===== src/rtl/fetch_stage.sv =====
// Instruction fetch stage with IF/ID pipeline register.
// A PC register drives one outstanding instruction-memory request. A 3-state
// controller manages the IF/ID register:
//   FETCH   - a request is outstanding at r_pc.
//   HOLD    - the response arrived under stall and is parked in a buffer.
//   DISCARD - a redirect arrived while a request was outstanding. The stale
//             response must still be drained before the new target is fetched.
// Ports:
//   clk, rst                       single clock, synchronous active-high reset
//   IF_stall_i                     hazard stall; holds the PC and IF/ID
//   IF_redirect_i/IF_redirect_pc_i taken branch/jump and its target
//   imem_read_o/imem_address_o     instruction memory request
//   imem_rdata_i/imem_resp_i       returned instruction and 1-cycle strobe
//   IF_instr_o/IF_pc_out_o         registered IF/ID instruction and PC
//   IF_valid_o                     registered valid; 0 marks a bubble
module fetch_stage #(
  parameter int unsigned       width     = 32,
  parameter logic [width-1:0]  RESET_PC  = 32'h6000_0000,
  parameter logic [width-1:0]  NOP_INSTR = 32'h0000_0013
) (
  input  logic             clk,
  input  logic             rst,
  input  logic             IF_stall_i,
  input  logic             IF_redirect_i,
  input  logic [width-1:0] IF_redirect_pc_i,
  output logic             imem_read_o,
  output logic [width-1:0] imem_address_o,
  input  logic [width-1:0] imem_rdata_i,
  input  logic             imem_resp_i,
  output logic [width-1:0] IF_instr_o,
  output logic [width-1:0] IF_pc_out_o,
  output logic             IF_valid_o
);

  typedef enum logic [1:0] {
    FETCH   = 2'd0,
    HOLD    = 2'd1,
    DISCARD = 2'd2
  } state_t;

  state_t           r_state,     w_state_nxt;
  logic [width-1:0] r_pc,        w_pc_nxt;
  logic [width-1:0] r_target,    w_target_nxt;
  logic [width-1:0] r_buf_instr, w_buf_instr_nxt;
  logic [width-1:0] r_buf_pc,    w_buf_pc_nxt;
  logic [width-1:0] r_if_instr,  w_if_instr_nxt;
  logic [width-1:0] r_if_pc,     w_if_pc_nxt;
  logic             r_if_valid,  w_if_valid_nxt;
  logic [width-1:0] w_pc_inc;

  assign w_pc_inc       = r_pc + width'(4);
  assign imem_address_o = r_pc;
  assign imem_read_o    = !rst && (r_state != HOLD);
  assign IF_instr_o     = r_if_instr;
  assign IF_pc_out_o    = r_if_pc;
  assign IF_valid_o     = r_if_valid;

  always_comb begin
    w_state_nxt     = r_state;
    w_pc_nxt        = r_pc;
    w_target_nxt    = r_target;
    w_buf_instr_nxt = r_buf_instr;
    w_buf_pc_nxt    = r_buf_pc;
    // IF/ID defaults to "hold"
    w_if_instr_nxt  = r_if_instr;
    w_if_pc_nxt     = r_if_pc;
    w_if_valid_nxt  = r_if_valid;

    unique case (r_state)
      FETCH: begin
        if (IF_redirect_i) begin
          w_if_instr_nxt = NOP_INSTR;
          w_if_pc_nxt    = r_pc;
          w_if_valid_nxt = 1'b0;
          if (imem_resp_i) begin
            w_pc_nxt = IF_redirect_pc_i;
          end else begin
            // Request still in flight: the address must not move until
            // the stale response has been drained.
            w_target_nxt = IF_redirect_pc_i;
            w_state_nxt  = DISCARD;
          end
        end else if (imem_resp_i) begin
          if (IF_stall_i) begin
            w_buf_instr_nxt = imem_rdata_i;
            w_buf_pc_nxt    = r_pc;
            w_state_nxt     = HOLD;
          end else begin
            w_if_instr_nxt = imem_rdata_i;
            w_if_pc_nxt    = r_pc;
            w_if_valid_nxt = 1'b1;
            w_pc_nxt       = w_pc_inc;
          end
        end else if (!IF_stall_i) begin
          w_if_instr_nxt = NOP_INSTR;
          w_if_pc_nxt    = r_pc;
          w_if_valid_nxt = 1'b0;
        end
      end

      HOLD: begin
        // No request is outstanding here, so imem_resp_i is ignored.
        if (IF_redirect_i) begin
          w_buf_instr_nxt = '0;
          w_buf_pc_nxt    = '0;
          w_pc_nxt        = IF_redirect_pc_i;
          w_if_instr_nxt  = NOP_INSTR;
          w_if_pc_nxt     = r_pc;
          w_if_valid_nxt  = 1'b0;
          w_state_nxt     = FETCH;
        end else if (!IF_stall_i) begin
          w_if_instr_nxt = r_buf_instr;
          w_if_pc_nxt    = r_buf_pc;
          w_if_valid_nxt = 1'b1;
          w_pc_nxt       = w_pc_inc;
          w_state_nxt    = FETCH;
        end
      end

      DISCARD: begin
        if (IF_redirect_i) begin
          w_target_nxt = IF_redirect_pc_i;
        end
        if (IF_redirect_i || !IF_stall_i) begin
          w_if_instr_nxt = NOP_INSTR;
          w_if_pc_nxt    = r_pc;
          w_if_valid_nxt = 1'b0;
        end
        if (imem_resp_i) begin
          w_pc_nxt    = IF_redirect_i ? IF_redirect_pc_i : r_target;
          w_state_nxt = FETCH;
        end
      end

      default: begin
        w_state_nxt = FETCH;
      end
    endcase
  end

  always_ff @(posedge clk) begin
    if (rst) begin
      r_state     <= FETCH;
      r_pc        <= RESET_PC;
      r_target    <= '0;
      r_buf_instr <= '0;
      r_buf_pc    <= '0;
      r_if_instr  <= NOP_INSTR;
      r_if_pc     <= '0;
      r_if_valid  <= 1'b0;
    end else begin
      r_state     <= w_state_nxt;
      r_pc        <= w_pc_nxt;
      r_target    <= w_target_nxt;
      r_buf_instr <= w_buf_instr_nxt;
      r_buf_pc    <= w_buf_pc_nxt;
      r_if_instr  <= w_if_instr_nxt;
      r_if_pc     <= w_if_pc_nxt;
      r_if_valid  <= w_if_valid_nxt;
    end
  end

endmodule


===== config.mk =====
export PLATFORM = sky130hd
export DESIGN_NAME = fetch_stage
export DESIGN_NICKNAME = d
export VERILOG_FILES = /design/src/rtl/fetch_stage.sv
export SDC_FILE = /design/constraint.sdc
export NUM_CORES = 1
export LEC_CHECK = 0
export CORE_UTILIZATION = 40
export DETAILED_ROUTE_END_ITERATION = 8
export GPL_TIMING_DRIVEN = 0
export PLACE_DENSITY = 0.66
export SLEW_MARGIN = 5
export SYNTH_ARGS = -nofsm -noshare
export SYNTH_HDL_FRONTEND = slang
export SYNTH_SLANG_ARGS = --single-unit

===== constraint.sdc =====
create_clock -name clk -period 3.4 [get_ports clk]
set_input_delay 0.85 -clock clk [delete_from_list [all_inputs] [get_ports clk]]
set_output_delay 0.85 -clock clk [all_outputs]
set_load 0.02 [all_outputs]

; ---- Word level (Yosys, flattened, before mapping)
; Index checks and enable logic that the tools add are counted.
[classes]
n_mux = 49
add_sub_neg = 1
n_eq_ne = 17
n_reduce_logical = 14
[op_table]
columns = op, n
row1 = $mux W32, 28
row2 = $pmux W32 S3, 3
row3 = $pmux W32 S2, 3
row4 = $add A32 B3 Y32 const B, 1
row5 = $ne A2 B2 Y1 const B, 8
row6 = $ne A3 B3 Y1 const B, 5
row7 = $mux W2, 7
row8 = $reduce_and A5 Y1, 2
row9 = $reduce_and A3 Y1, 3
row10 = $mux W1, 6
row11 = $pmux W2 S3, 1
row12 = $ne A4 B4 Y1 const B, 1
row13 = $reduce_and A4 Y1, 1
row14 = $reduce_bool A2 Y1, 2
row15 = $pmux W1 S3, 1
row16 = $reduce_bool A3 Y1, 1
row17 = $eq A2 B1 Y1 const B, 1
row18 = $eq A2 B2 Y1 const B, 1
row19 = $logic_not A1 Y1, 2
row20 = $logic_not A2 Y1, 1
row21 = $ne A2 B1 Y1 const B, 1
row22 = $logic_and A1 B1 Y1, 1
row23 = $logic_or A1 B1 Y1, 1
[word_totals]
regBits = 195
in_bits = 69
word_cells = 89
out_inout_bits = 98

; ---- Logic depth before layout (Yosys ltp)
[depth]
ltp_word = 5
depth_mapped = 10
depth_no_buf = 7

; ---- Worst setup path before layout
; No wires, ideal clock.
[synth_timing]
path_kind = input-to-output
startpoint = input rst
endpoint = output imem_read_o
stages = 4
required_time_ns = 2.550
n_path_buf = 3
setup_slack_ns = 0.742
t_arrival_ns = 1.808
cell_sequence = clkbuf_1 > clkbuf_1 > buf_1 > nor2_1
[synth_between]
elab_chain_len = 2
[synth_rtl]
columns = item, line_no
row1 = from (decl), 22  ; input logic rst,
row2 = $logic_not A1 Y1, 53  ; assign imem_read_o = !rst && (r_state != HOLD);
row3 = $logic_and A1 B1 Y1, 53
row4 = to (decl), 26  ; output logic imem_read_o,
; No other way between the ends.

; ---- Final worst setup path
[layout_timing]
startpoint = input IF_redirect_i
endpoint = register r_if_instr[28], in the netlist IF_instr_o[28]
[layout_between]
elab_chain_len = 3
word_cells_on_any_way = 8
cone_classes = eq/ne (3) / mux (3) / reduce/logical (2)
[layout_rtl]
columns = item, line_no
row1 = from (decl), 24  ; input logic IF_redirect_i,
row2 = $logic_or A1 B1 Y1, 124  ; if (IF_redirect_i || !IF_stall_i) begin
row3 = $ne A2 B2 Y1 (no line), n/a
row4 = $reduce_and A4 Y1 (no line), n/a
row5 = to (signal assigned), 157  ; r_if_instr <= w_if_instr_nxt;
row6 = to (decl), 46  ; logic [width-1:0] r_if_instr, w_if_instr_nxt;
; Parallel ways exist; a longest one is shown, timed or not.
; A chain may end at the register's enable or synchronous reset.

==> reports/results.ini <==
[floorplanning]
dieArea_sq_mm = 0.0239
io_pins = 167
chipWidth_microns = 155
initial_core_util = 0.409
die_h_microns = 155
rows = 55
core_sq_mm = 0.0228

[pwr]
power_density_mw_per_mm2 = 531
p_leak_nw = 4.33
ir_worst_vdd_mv = 0.345

[run_status]
status = completed

[global_routing]
grt_usage = 0.258
grt_overflow_total = 0
antenna_found_initial = 1
grt_max_degree = 20
grt_pass1_wl_microns = 48200
grt_pass1_vias = 8558

[worst_hold_path]
min_path_type = reg2reg

[sta]
setup_viol_count_final = 0
period_share = 0.905
whs_ns = 0.452
skew_ns = 0.00913
max_slew_margin = 0.400
clock.fmax_mhz = 325
rsz0062_at_grt = no
timing.setup.tns_ns = 0
tightest_slew_ns = 0.896
setup_ws_ns = 0.321
period_needed_ns = 3.08
hold_violations = 0
final_max_slew_viol_count = 0

[synthesis]
netlist_area_sq_mm = 0.00933
synthesis.instances = 1139
synth_cell_type_count = 64
synth_ff_type = dfxtp_1
synth_nets = 1213
avgSynthCellArea_sq_um = 8.19
ys_ff_latch = 195
synth_async_sr_flop_share = 0
ys_seq_area_frac = 0.419
synth_edf_count = 0
ys_warn_count = 0

[clocking]
clockBufferDepth = 2
worstSkewPairLatency_ns = 0.44
clk_pin_slew_ns = 0.07
tritoncts = done
cts_root_buf = clkbuf_16
cts.sinks = 195
h-tree-depth = 4
hold_buffers = 0
numCtsBuffers = 17

[layout]
nets = 1397
final_area_sq_mm = 0.0120
utilization = 0.526
layout-drive-gt1-share = 0.0614
antenna_cells = 0
area_delta_synth_final_pct = 28.6

[detailed_routing]
vias = 9368
wl_per_cell_microns = 18.9
drt-initial-drc-count = 824
post-route-drc-count = 0
drtAntennaViolNets = 0
dr.pass1.iters = 5
viasPerCell = 5.68
drt_wl_total_microns = 31200

[placement]
dpl.hpwl_microns = 22600
gp_congestion = 0.920
postPlaceCellArea_sq_mm = 0.0114
numPortBuffers = 166
dp_slack_ns = -0.901

[worst_setup_path]
critPathRequiredTime_ns = 3.73
cp_data_arrival_time_ns = 3.41
start_kind = input pin
crit_path_end_kind = register
criticalPathCategory = in2reg
crit_path_max_fanout = 10

[job]
cap_violations = 0

kinds of logic after synthesis:
kind of cell | after synthesis | share of synthesized area
AND/OR/NAND/NOR | 451 | 0.255
AO/OA/AOI/OAI | 319 | 0.207
flip-flops | 195 | 0.419
buffers and inverters | 119 | 0.0594
multiplexers | 46 | 0.0495
adder cells (fa/ha/maj) | 5 | 0.00671
XOR/XNOR | 4 | 0.00376
synthesized netlist by cell type, types with 6 or more instances:
| library cell | n | area (sq um) |
|---|---|---|
| dfxtp_1 | 195 | 3900 |
| a21oi_1 | 160 | 801 |
| nand2_1 | 114 | 428 |
| nor2_1 | 99 | 372 |
| nand3_1 | 76 | 380 |
| nand3b_1 | 65 | 488 |
| clkbuf_1 | 63 | 236 |
| mux2i_1 | 45 | 450 |
| a211oi_1 | 43 | 323 |
| nor3_1 | 38 | 190 |
| o21ai_0 | 33 | 165 |
| a22oi_1 | 29 | 218 |
| buf_1 | 19 | 71.3 |
| buf_2 | 16 | 80.1 |
| nand4_1 | 12 | 75.1 |
| a31oi_1 | 7 | 43.8 |
| nand2b_1 | 7 | 43.8 |
| inv_1 | 6 | 22.5 |
| o211ai_1 | 6 | 45.0 |
| o21a_1 | 6 | 45.0 |
| or3_1 | 6 | 37.5 |
through the flow:
stage          power (mW)  cells
6_report             6.37   1648
5_1_grt              6.63   1648
4_1_cts              6.35   1648
3_5_place_dp         4.30   1618
3_3_place_gp         4.28   1618
2_1_floorplan        3.63   1139
critical path: stages:
cell and delay (ns):
clkdlybuf4s50_1 0.65, buf_2 0.31, buf_1 0.55, clkbuf_1 0.66, nor3_1 0.17, a21oi_1 0.17, nor2_1 0.05
where the power goes:
| part | internal [mW] | switching, mW | total [mW] | leakage, nW |
|---|---|---|---|---|
| clock | 1.11 | 0.984 | 2.09 | 0.280 |
| combinational | 0.652 | 0.955 | 1.61 | 2.45 |
| sequential | 2.48 | 0.186 | 2.67 | 1.59 |
| total | 4.24 | 2.12 | 6.37 | 4.33 |
cell usage in the layout, fill, tap and decap left out, types with 5 or more instances in the layout:
cell type and count:
clkbuf_16 17, nand2b_1 7, nor4_1 5, nand2_1 114, clkbuf_8 6, a31oi_1 7
o21a_1 6, or3_1 6, o211ai_1 6, o21ai_0 33, nor3_1 38, a22oi_1 29
nor2_1 99, inv_1 6, nand3_1 76, ha_1 5, buf_1 18, clkbuf_1 61
nand3b_1 65, dfxtp_1 195, buf_2 16, mux2i_1 45, nand4_1 12, clkdlybuf4s50_1 165
buf_4 5, a21oi_1 160, a211oi_1 43
state kept, by name, summed over array words and instances (netlist names):
| register | cells |
|---|---|
| IF_pc_out_o | 32 |
| r_buf_instr | 32 |
| r_buf_pc | 32 |
| IF_instr_o | 32 |
| imem_address_o | 32 |
| r_target | 32 |
| r_state | 2 |
| IF_valid_o | 1 |
layer usage:
metal  up-vias  wire length [microns]  GRT usage
li1       4472                      -          -
met1      4450                  14300      0.360
met2       389                  13700      0.386
met3        55                   2360     0.0546
met4         2                    807      0.102
met5         -                     13     0.0124
worst paths after layout:
kind                 start         endpoint  slack [ns]  cells after the start
max          IF_redirect_i   IF_instr_o[28]        0.32                      7
min            r_target[7]      r_target[7]        0.45                      2
max reg2reg     r_state[1]  r_buf_instr[14]        0.54                      9
min reg2reg    r_target[7]      r_target[7]        0.45                      2
area by class of cell:
type / instances / area (sq um)
buffer: 110 / 532
clock inverter: 14 / 173
multi-input combinational: 825 / 4870
sequential: 195 / 3900
fill: 2188 / 10800
inverter: 8 / 32.5
tap: 313 / 392
timing repair buffer: 166 / 1660
clock buffer: 17 / 425
repair_timing:
| item | CTS | global route |
|---|---|---|
| hold endpoints to repair | 0 | 0 |
| setup endpoints to repair | 1 | 1 |
| gates resized for setup | 5 | 1 |
| setup buffers | 0 | 0 |
| pin swaps | 0 | 0 |
Power figures use the tool's default switching activity.
